--- src/rtl/fx2_slave_fifo_master.sv ---
// Synchronous slave-FIFO master for the Cypress FX2: moves bytes from EP2 onto rx_* and
// from tx_* into EP6, alternating direction in bursts of at most BURST_MAX bytes.
module fx2_slave_fifo_master #(
   parameter int BURST_MAX = 64
) (
   input  logic       clk0,
   input  logic       reset,
   input  logic       usb_flaga,
   input  logic       usb_flagc,
   output logic [1:0] usb_addr,
   input  logic [7:0] usb_data_in,
   output logic [7:0] usb_data_out,
   output logic       usb_data_oe,
   output logic       usb_slcs,
   output logic       usb_sloe,
   output logic       usb_slrd,
   output logic       usb_slwr,
   output logic       usb_pktend,
   output logic [7:0] rx_data,
   output logic       rx_valid,
   input  logic       rx_ready,
   input  logic [7:0] tx_data,
   input  logic       tx_valid,
   output logic       tx_ready,
   input  logic       tx_flush,
   output logic [2:0] state_dbg
);

   // Handshakes: a byte moves on rx_* / tx_* at the rising edge where valid and ready are
   // both 1; a valid source holds its data stable until that edge.
   typedef enum logic [2:0] {IDLE, RD_SEL, RD, WR_SEL, WR, PKTEND} state_t;

   localparam logic [9:0] BURST_LIM = 10'(BURST_MAX);

   state_t     state, state_next;
   logic [9:0] burst_cnt;
   logic       flush_pending;
   logic       last_rd;
   logic       rd_req, wr_req;
   logic       rd_strobe, wr_strobe;

   assign state_dbg = state;
   assign usb_slcs  = reset;

   always_comb begin
      rd_req       = usb_flaga & (~rx_valid | rx_ready);
      wr_req       = (tx_valid & usb_flagc) | flush_pending;
      state_next   = state;
      rd_strobe    = 1'b0;
      wr_strobe    = 1'b0;
      usb_addr     = 2'b00;
      usb_sloe     = 1'b1;
      usb_slrd     = 1'b1;
      usb_slwr     = 1'b1;
      usb_pktend   = 1'b1;
      usb_data_oe  = 1'b0;
      usb_data_out = 8'h00;
      tx_ready     = 1'b0;
      case (state)
         IDLE: begin
            // On contention the direction served last yields.
            if (rd_req && !(wr_req && last_rd)) state_next = RD_SEL;
            else if (wr_req)                    state_next = WR_SEL;
         end
         RD_SEL: begin
            usb_sloe   = 1'b0;
            state_next = RD;
         end
         RD: begin
            usb_sloe  = 1'b0;
            rd_strobe = rd_req;
            usb_slrd  = ~rd_strobe;
            if (!rd_strobe || burst_cnt >= BURST_LIM - 10'd1) state_next = IDLE;
         end
         WR_SEL: begin
            usb_addr    = 2'b10;
            usb_data_oe = 1'b1;
            state_next  = (!tx_valid && flush_pending) ? PKTEND : WR;
         end
         WR: begin
            usb_addr     = 2'b10;
            usb_data_oe  = 1'b1;
            tx_ready     = usb_flagc;
            wr_strobe    = tx_valid & usb_flagc;
            usb_slwr     = ~wr_strobe;
            usb_data_out = wr_strobe ? tx_data : 8'h00;
            if (!usb_flagc)                              state_next = IDLE;
            else if (!tx_valid)                          state_next = flush_pending ? PKTEND : IDLE;
            else if (burst_cnt >= BURST_LIM - 10'd1)     state_next = IDLE;
         end
         PKTEND: begin
            usb_addr    = 2'b10;
            usb_data_oe = 1'b1;
            usb_pktend  = 1'b0;
            state_next  = IDLE;
         end
         default: state_next = IDLE;
      endcase
      // Reset silences the bus in the very cycle it is asserted.
      if (reset) begin
         state_next   = IDLE;
         rd_strobe    = 1'b0;
         wr_strobe    = 1'b0;
         usb_addr     = 2'b00;
         usb_sloe     = 1'b1;
         usb_slrd     = 1'b1;
         usb_slwr     = 1'b1;
         usb_pktend   = 1'b1;
         usb_data_oe  = 1'b0;
         usb_data_out = 8'h00;
         tx_ready     = 1'b0;
      end
   end

   always_ff @(posedge clk0) begin
      if (reset) begin
         state         <= IDLE;
         burst_cnt     <= 10'd0;
         flush_pending <= 1'b0;
         last_rd       <= 1'b0;
         rx_valid      <= 1'b0;
         rx_data       <= 8'h00;
      end else begin
         state <= state_next;
         if (state_next == RD_SEL || state_next == WR_SEL)
            burst_cnt <= 10'd0;
         else if ((rd_strobe || wr_strobe) && burst_cnt != BURST_LIM)
            burst_cnt <= burst_cnt + 10'd1;
         if (state_next == RD_SEL)      last_rd <= 1'b1;
         else if (state_next == WR_SEL) last_rd <= 1'b0;
         // A flush arriving in the PKTEND cycle itself stays armed for the next packet.
         flush_pending <= tx_flush | (flush_pending & (state != PKTEND));
         if (rd_strobe) begin
            rx_data  <= usb_data_in;
            rx_valid <= 1'b1;
         end else if (rx_ready) begin
            rx_valid <= 1'b0;
         end
      end
   end

endmodule

--- config.mk ---
export PLATFORM = sky130hd
export DESIGN_NAME = fx2_slave_fifo_master
export DESIGN_NICKNAME = d
export VERILOG_FILES = /design/src/rtl/fx2_slave_fifo_master.sv
export SDC_FILE = /design/constraint.sdc
export NUM_CORES = 1
export LEC_CHECK = 0
export CORE_MARGIN = 4
export CORE_UTILIZATION = 45
export CTS_BUF_LIST = sky130_fd_sc_hd__clkbuf_4
export DETAILED_ROUTE_END_ITERATION = 16
export PLACE_DENSITY_LB_ADDON = 0.15
export SYNTH_ARGS = -nofsm -noshare
export SYNTH_HDL_FRONTEND = slang
export SYNTH_SLANG_ARGS = --single-unit
--- constraint.sdc ---
create_clock -name clk0 -period 2.81 [get_ports clk0]
set_clock_uncertainty 0.05 [all_clocks]
set_input_delay 0.4215 -clock clk0 [delete_from_list [all_inputs] [get_ports clk0]]
set_output_delay 0.4215 -clock clk0 [all_outputs]
set_load 0.005 [all_outputs]
; After elaboration in Yosys (flattened, before gate mapping)
; Cells that the tools add are included.
[classes]
addsub = 1
magnitude_cmp = 1
n_eq_ne = 9
mux = 35
bitwise_logic = 9
n_reduce_logical = 16
[ops]
columns = cell, count
row1 = $mux 3, 8
row2 = $mux 8, 3
row3 = $mux 1, 21
row4 = $pmux 3 s5, 1
row5 = $add 10x1->10 const B, 1
row6 = $ge 10x6->1 const B, 1
row7 = $ne 10x7->1 const B, 1
row8 = $eq 3x2->1 const B, 3
row9 = $eq 3x1->1 const B, 2
row10 = $eq 3x3->1 const B, 2
row11 = $logic_and 1x1->1, 4
row12 = $mux 2, 2
row13 = $reduce_bool 2->1, 2
row14 = $reduce_or 2->1, 2
row15 = $and 1x1->1, 3
row16 = $logic_not 1->1, 3
row17 = $logic_not 3->1, 1
row18 = $logic_or 1x1->1, 3
row19 = $ne 3x3->1 const B, 1
row20 = $not 1->1, 3
row21 = $or 1x1->1, 3
row22 = $reduce_or 3->1, 1
[totals]
register_bits = 24
input_bits = 23
output_inout_bits = 29
wordCells = 77

; Logic depth before layout (Yosys ltp)
[depth]
depth_word = 11
depth_mapped = 9
mapped_depth_nobuf = 7

; Least setup slack after synthesis
; No wires, ideal clock.
[synth_path]
kind = register to register
startpoint = register state[2] (netlist: state_dbg[2])
endpoint = register burst_cnt[7]
setup_time_ps = 70
arrival_ps = 1650
required_time_ps = 2690
path_slack_ps = 1040
path_stages_with_launch = 9
synth_period_minus_slack_ps = 1770
cell_sequence = dfxtp_1 > buf_4 > and2b_2 > nand2_2 > nor2_8 > inv_4 > o2bb2ai_2 > or4_1 > a21oi_1
[synth_via]
elab_chain_cells = 8
elab_cells_between_ends = 23
cone_classes = 6 x eq/ne / 12 x mux / 5 x reduce/logical
[synth_lines]
columns = element, line
row1 = "start, declared", 35  ; state_t state, state_next;
row2 = "start signal, assigned", 124  ; state <= state_next;
row3 = $mux 3, 89  ; else if (burst_cnt >= BURST_LIM - 10'd1) state_next = IDLE;
row4 = $mux 3, 88  ; else if (!tx_valid) state_next = flush_pending ? PKTEND : IDLE;
row5 = $mux 3, 87  ; if (!usb_flagc) state_next = IDLE;
row6 = $pmux 3 s5, 59  ; case (state)
row7 = $mux 3, 100  ; if (reset) begin
row8 = $eq 3x1->1 or $eq 3x2->1 (tied branches), 125  ; if (state_next == RD_SEL || state_next == WR_SEL)
row9 = $logic_or 1x1->1, 125
row10 = $reduce_or 2->1 (no line), n/a
row11 = "end signal, assigned", 128  ; burst_cnt <= burst_cnt + 10'd1;
row12 = "end, declared", 36  ; logic [9:0] burst_cnt;
; Several ways; a longest one is shown, not always the timed one.
; A chain may end at the register's enable or synchronous reset.

; Final worst setup path
[layout_path]
startpoint = input port tx_valid
endpoint = output port usb_data_out[1]
[layout_via]
elab_chain_cells = 4
[layout_lines]
columns = element, line
row1 = "start, declared", 23  ; input logic tx_valid,
row2 = $and 1x1->1, 84  ; wr_strobe = tx_valid & usb_flagc;
row3 = $mux 8, 86  ; usb_data_out = wr_strobe ? tx_data : 8'h00;
row4 = $mux 8, 59
row5 = $mux 8, 100
row6 = "end, declared", 12  ; output logic [7:0] usb_data_out,
; No other way between the ends.

==> metrics <==
PortBufs=50; max-slew violations=0; Main synth FF type=dfxtp_1; dominant cells by area after synthesis=dfxtp_1, mux2i_1, nor2_1; register area share after synthesis=36.5%; Reg2Reg Capture Point=burst_cnt[7]; 1st-pass router iterations=4; Skew-Pair Late Insertion Delay=0.31 ns; Clock Sinks=24; root buf cell=clkbuf_4; R2R setup slack=0.72 ns; Req. time, crit path=2.34 ns; First DRT Iteration DRCs=50; placed wire-length estimate=2550 um; H-tree depth=1; Pleak=0.711 nW; Max Fanout on Critical Path=9; CTS tree=yes; Synth Area in Simple Gates=29.2%; Critical Path AT=2.02 ns; Worst setup EP type=output port; max frequency=402 MHz; Post-DP Area=1810 sq um; Power Dens Cells=429 nW/um^2; minimum clock period=2.49 ns; Synth Area in Adders=1.90%; CTS Buf Count=3; FF-to-FF Start=state_dbg[2]; Hold Violations, Final=0; Setup TNS Final=0 ns; WL per Instance=14.1 um; number of synthesized flops with an enable pin=0; period utilization=88.6%; GP Congestion=0.874; routed vias/inst=5.40; clk buf depth=2; kind of critical path=input pin to output port; hold endpoint=burst_cnt[9]; initial antenna violation count=0; Die Area=3850 sq um; Die Y=62.1 um; Worst Hold Class=register to register; Ports=52; RSZ-0062 raised after global routing=false; Detail Route Antenna Nets=0; core area=2780 sq um; Final Cell Area=1860 sq um; largest area contributor in the netlist=dfxtp_1; Worst-path clk slew=0.13 ns; Hold Path Origin=burst_cnt[9]; path depth of the worst reg2reg path=7; Total GRT Usage=16.6%; cts hold-fix bufs=0; #FFs+latches synth=24; hold-critical path depth=2; routed vias=1253; mux cell area share after synthesis=6.85%; top cell type's share of synthesized area=36.5%; Rel. slew slack=64.8%; largest net degree at the start of global routing=21; Die X=62.1 um; status=finished clean; CP Launch Type=input pin; Cells after Synth=155; Synth Area in Compound Gates=15.8%; share of layout cells above drive strength 1=7.46%; antenna cell count=0; Max-Cap Viols=0; final wirelength=3270 um; Max IR drop VDD=372 uV; global-route wire length before repair=4880 um; total gr overflow=0; post-synthesis xor/xnor area fraction=2.66%; worst slew pin tran=0.525 ns; ys async rst share=0%; average size of a mapped cell=8.48 sq um; Post-synth top cells=dfxtp_1, nor2_1, a21oi_1; Area Growth Syn to Fin=41.3%; DRC viols=0; Rows=19; Setup-failing EPs final=0; post-CTS setup buffer count=0; Yosys warning count=0; Starting Density=47.3%; post-synth net total=180; Final Net Count=227; CP startpoint=tx_valid; post-synth cell types=46; vias in the first global route=1095; most numerous cell in the Yosys netlist=dfxtp_1; cts repair resizes=0; Cell Area, Synth=1320 sq um; largest family of logic cells by synthesized area=simple AND/OR/NAND/NOR gates
-- registers in the layout (all words and copies together) (netlist names) --
name,flops
burst_cnt,10
rx_data,8
state_dbg,3
flush_pending,1
last_rd,1
rx_valid,1
-- logic make-up after synthesis --
group | after synthesis
AOI/OAI and AO/OA | 32
xor gates and xnor gates | 4
adders and majority gates | 2
buffers and inverters | 16
DFF | 24
muxes | 9
other | 1
and+or+nand+nor | 67
-- cell usage in the layout (no fill, tap or decap), drive strengths merged, types with 2 or more instances in the layout --
cell and n:
and2b 2, xnor2 4, or4 3, nor3 3, inv 6, ha 2
nand2 7, clkdlybuf4s50 50, nand2b 2, mux2i 9, buf 2, o31ai 4
dfxtp 24, a21boi 2, o21ai 5, nor2b 2, and2 8, nand3 5
nand4 3, a31oi 2, or3 5, nor2 21, clkbuf 3, a21oi 11
-- report_power, final --
group / total [mW] / switching (mW) / internal [mW]
Clock: 0.245 / 0.101 / 0.144
Sequential: 0.378 / 0.0205 / 0.357
Combinational: 0.173 / 0.0734 / 0.0999
Total: 0.797 / 0.195 / 0.601
-- worst max path at each step --
| stage | endpoint | slack, ns |
|---|---|---|
| 6_report | usb_data_out[1] | 0.32 |
| 5_1_grt | usb_data_out[1] | 0.22 |
| 4_1_cts | usb_data_out[1] | 0.32 |
| 3_5_place_dp | usb_data_out[1] | 0.33 |
| 3_3_place_gp | usb_data_out[5] | 0.40 |
| 2_1_floorplan | burst_cnt[7] | 1.04 |
-- critical path, cell delays in order --
cell             delay [ns]
clkdlybuf4s50_1        0.55
nand2_1                0.19
nor2_8                 0.21
and2_1                 0.14
clkdlybuf4s50_1        0.51
-- through the flow --
stage                     util (%)  hold slack (ns)  total power, mW  setup WS [ns]  instances
after floorplan                  -            0.397            0.477           1.04        155
after global placement        64.9            0.410            0.555          0.399        228
after detailed placement      64.9            0.421            0.559          0.329        228
after CTS                     66.8            0.440            0.806          0.318        232
after global routing          66.8            0.475            0.837          0.221        232
final                         66.8            0.435            0.797          0.322        232
-- layer usage --
layer	track usage, %	vias to the layer above	wire length [um]
li1	-	633	-
met1	20.8	598	1400
met2	29.7	20	1750
met3	1.86	2	98
met4	4.55	0	16
met5	0	-	0
-- area by class of cell --
type | count | area (sq um)
Fill cell | 252 | 923
Clock inverter | 1 | 30.0
Tap cell | 31 | 38.8
Timing Repair Buffer | 52 | 515
Sequential cell | 24 | 480
Multi-Input combinational cell | 115 | 746
Clock buffer | 3 | 22.5
Inverter | 6 | 25.0
(Power assumes the default switching activity.)
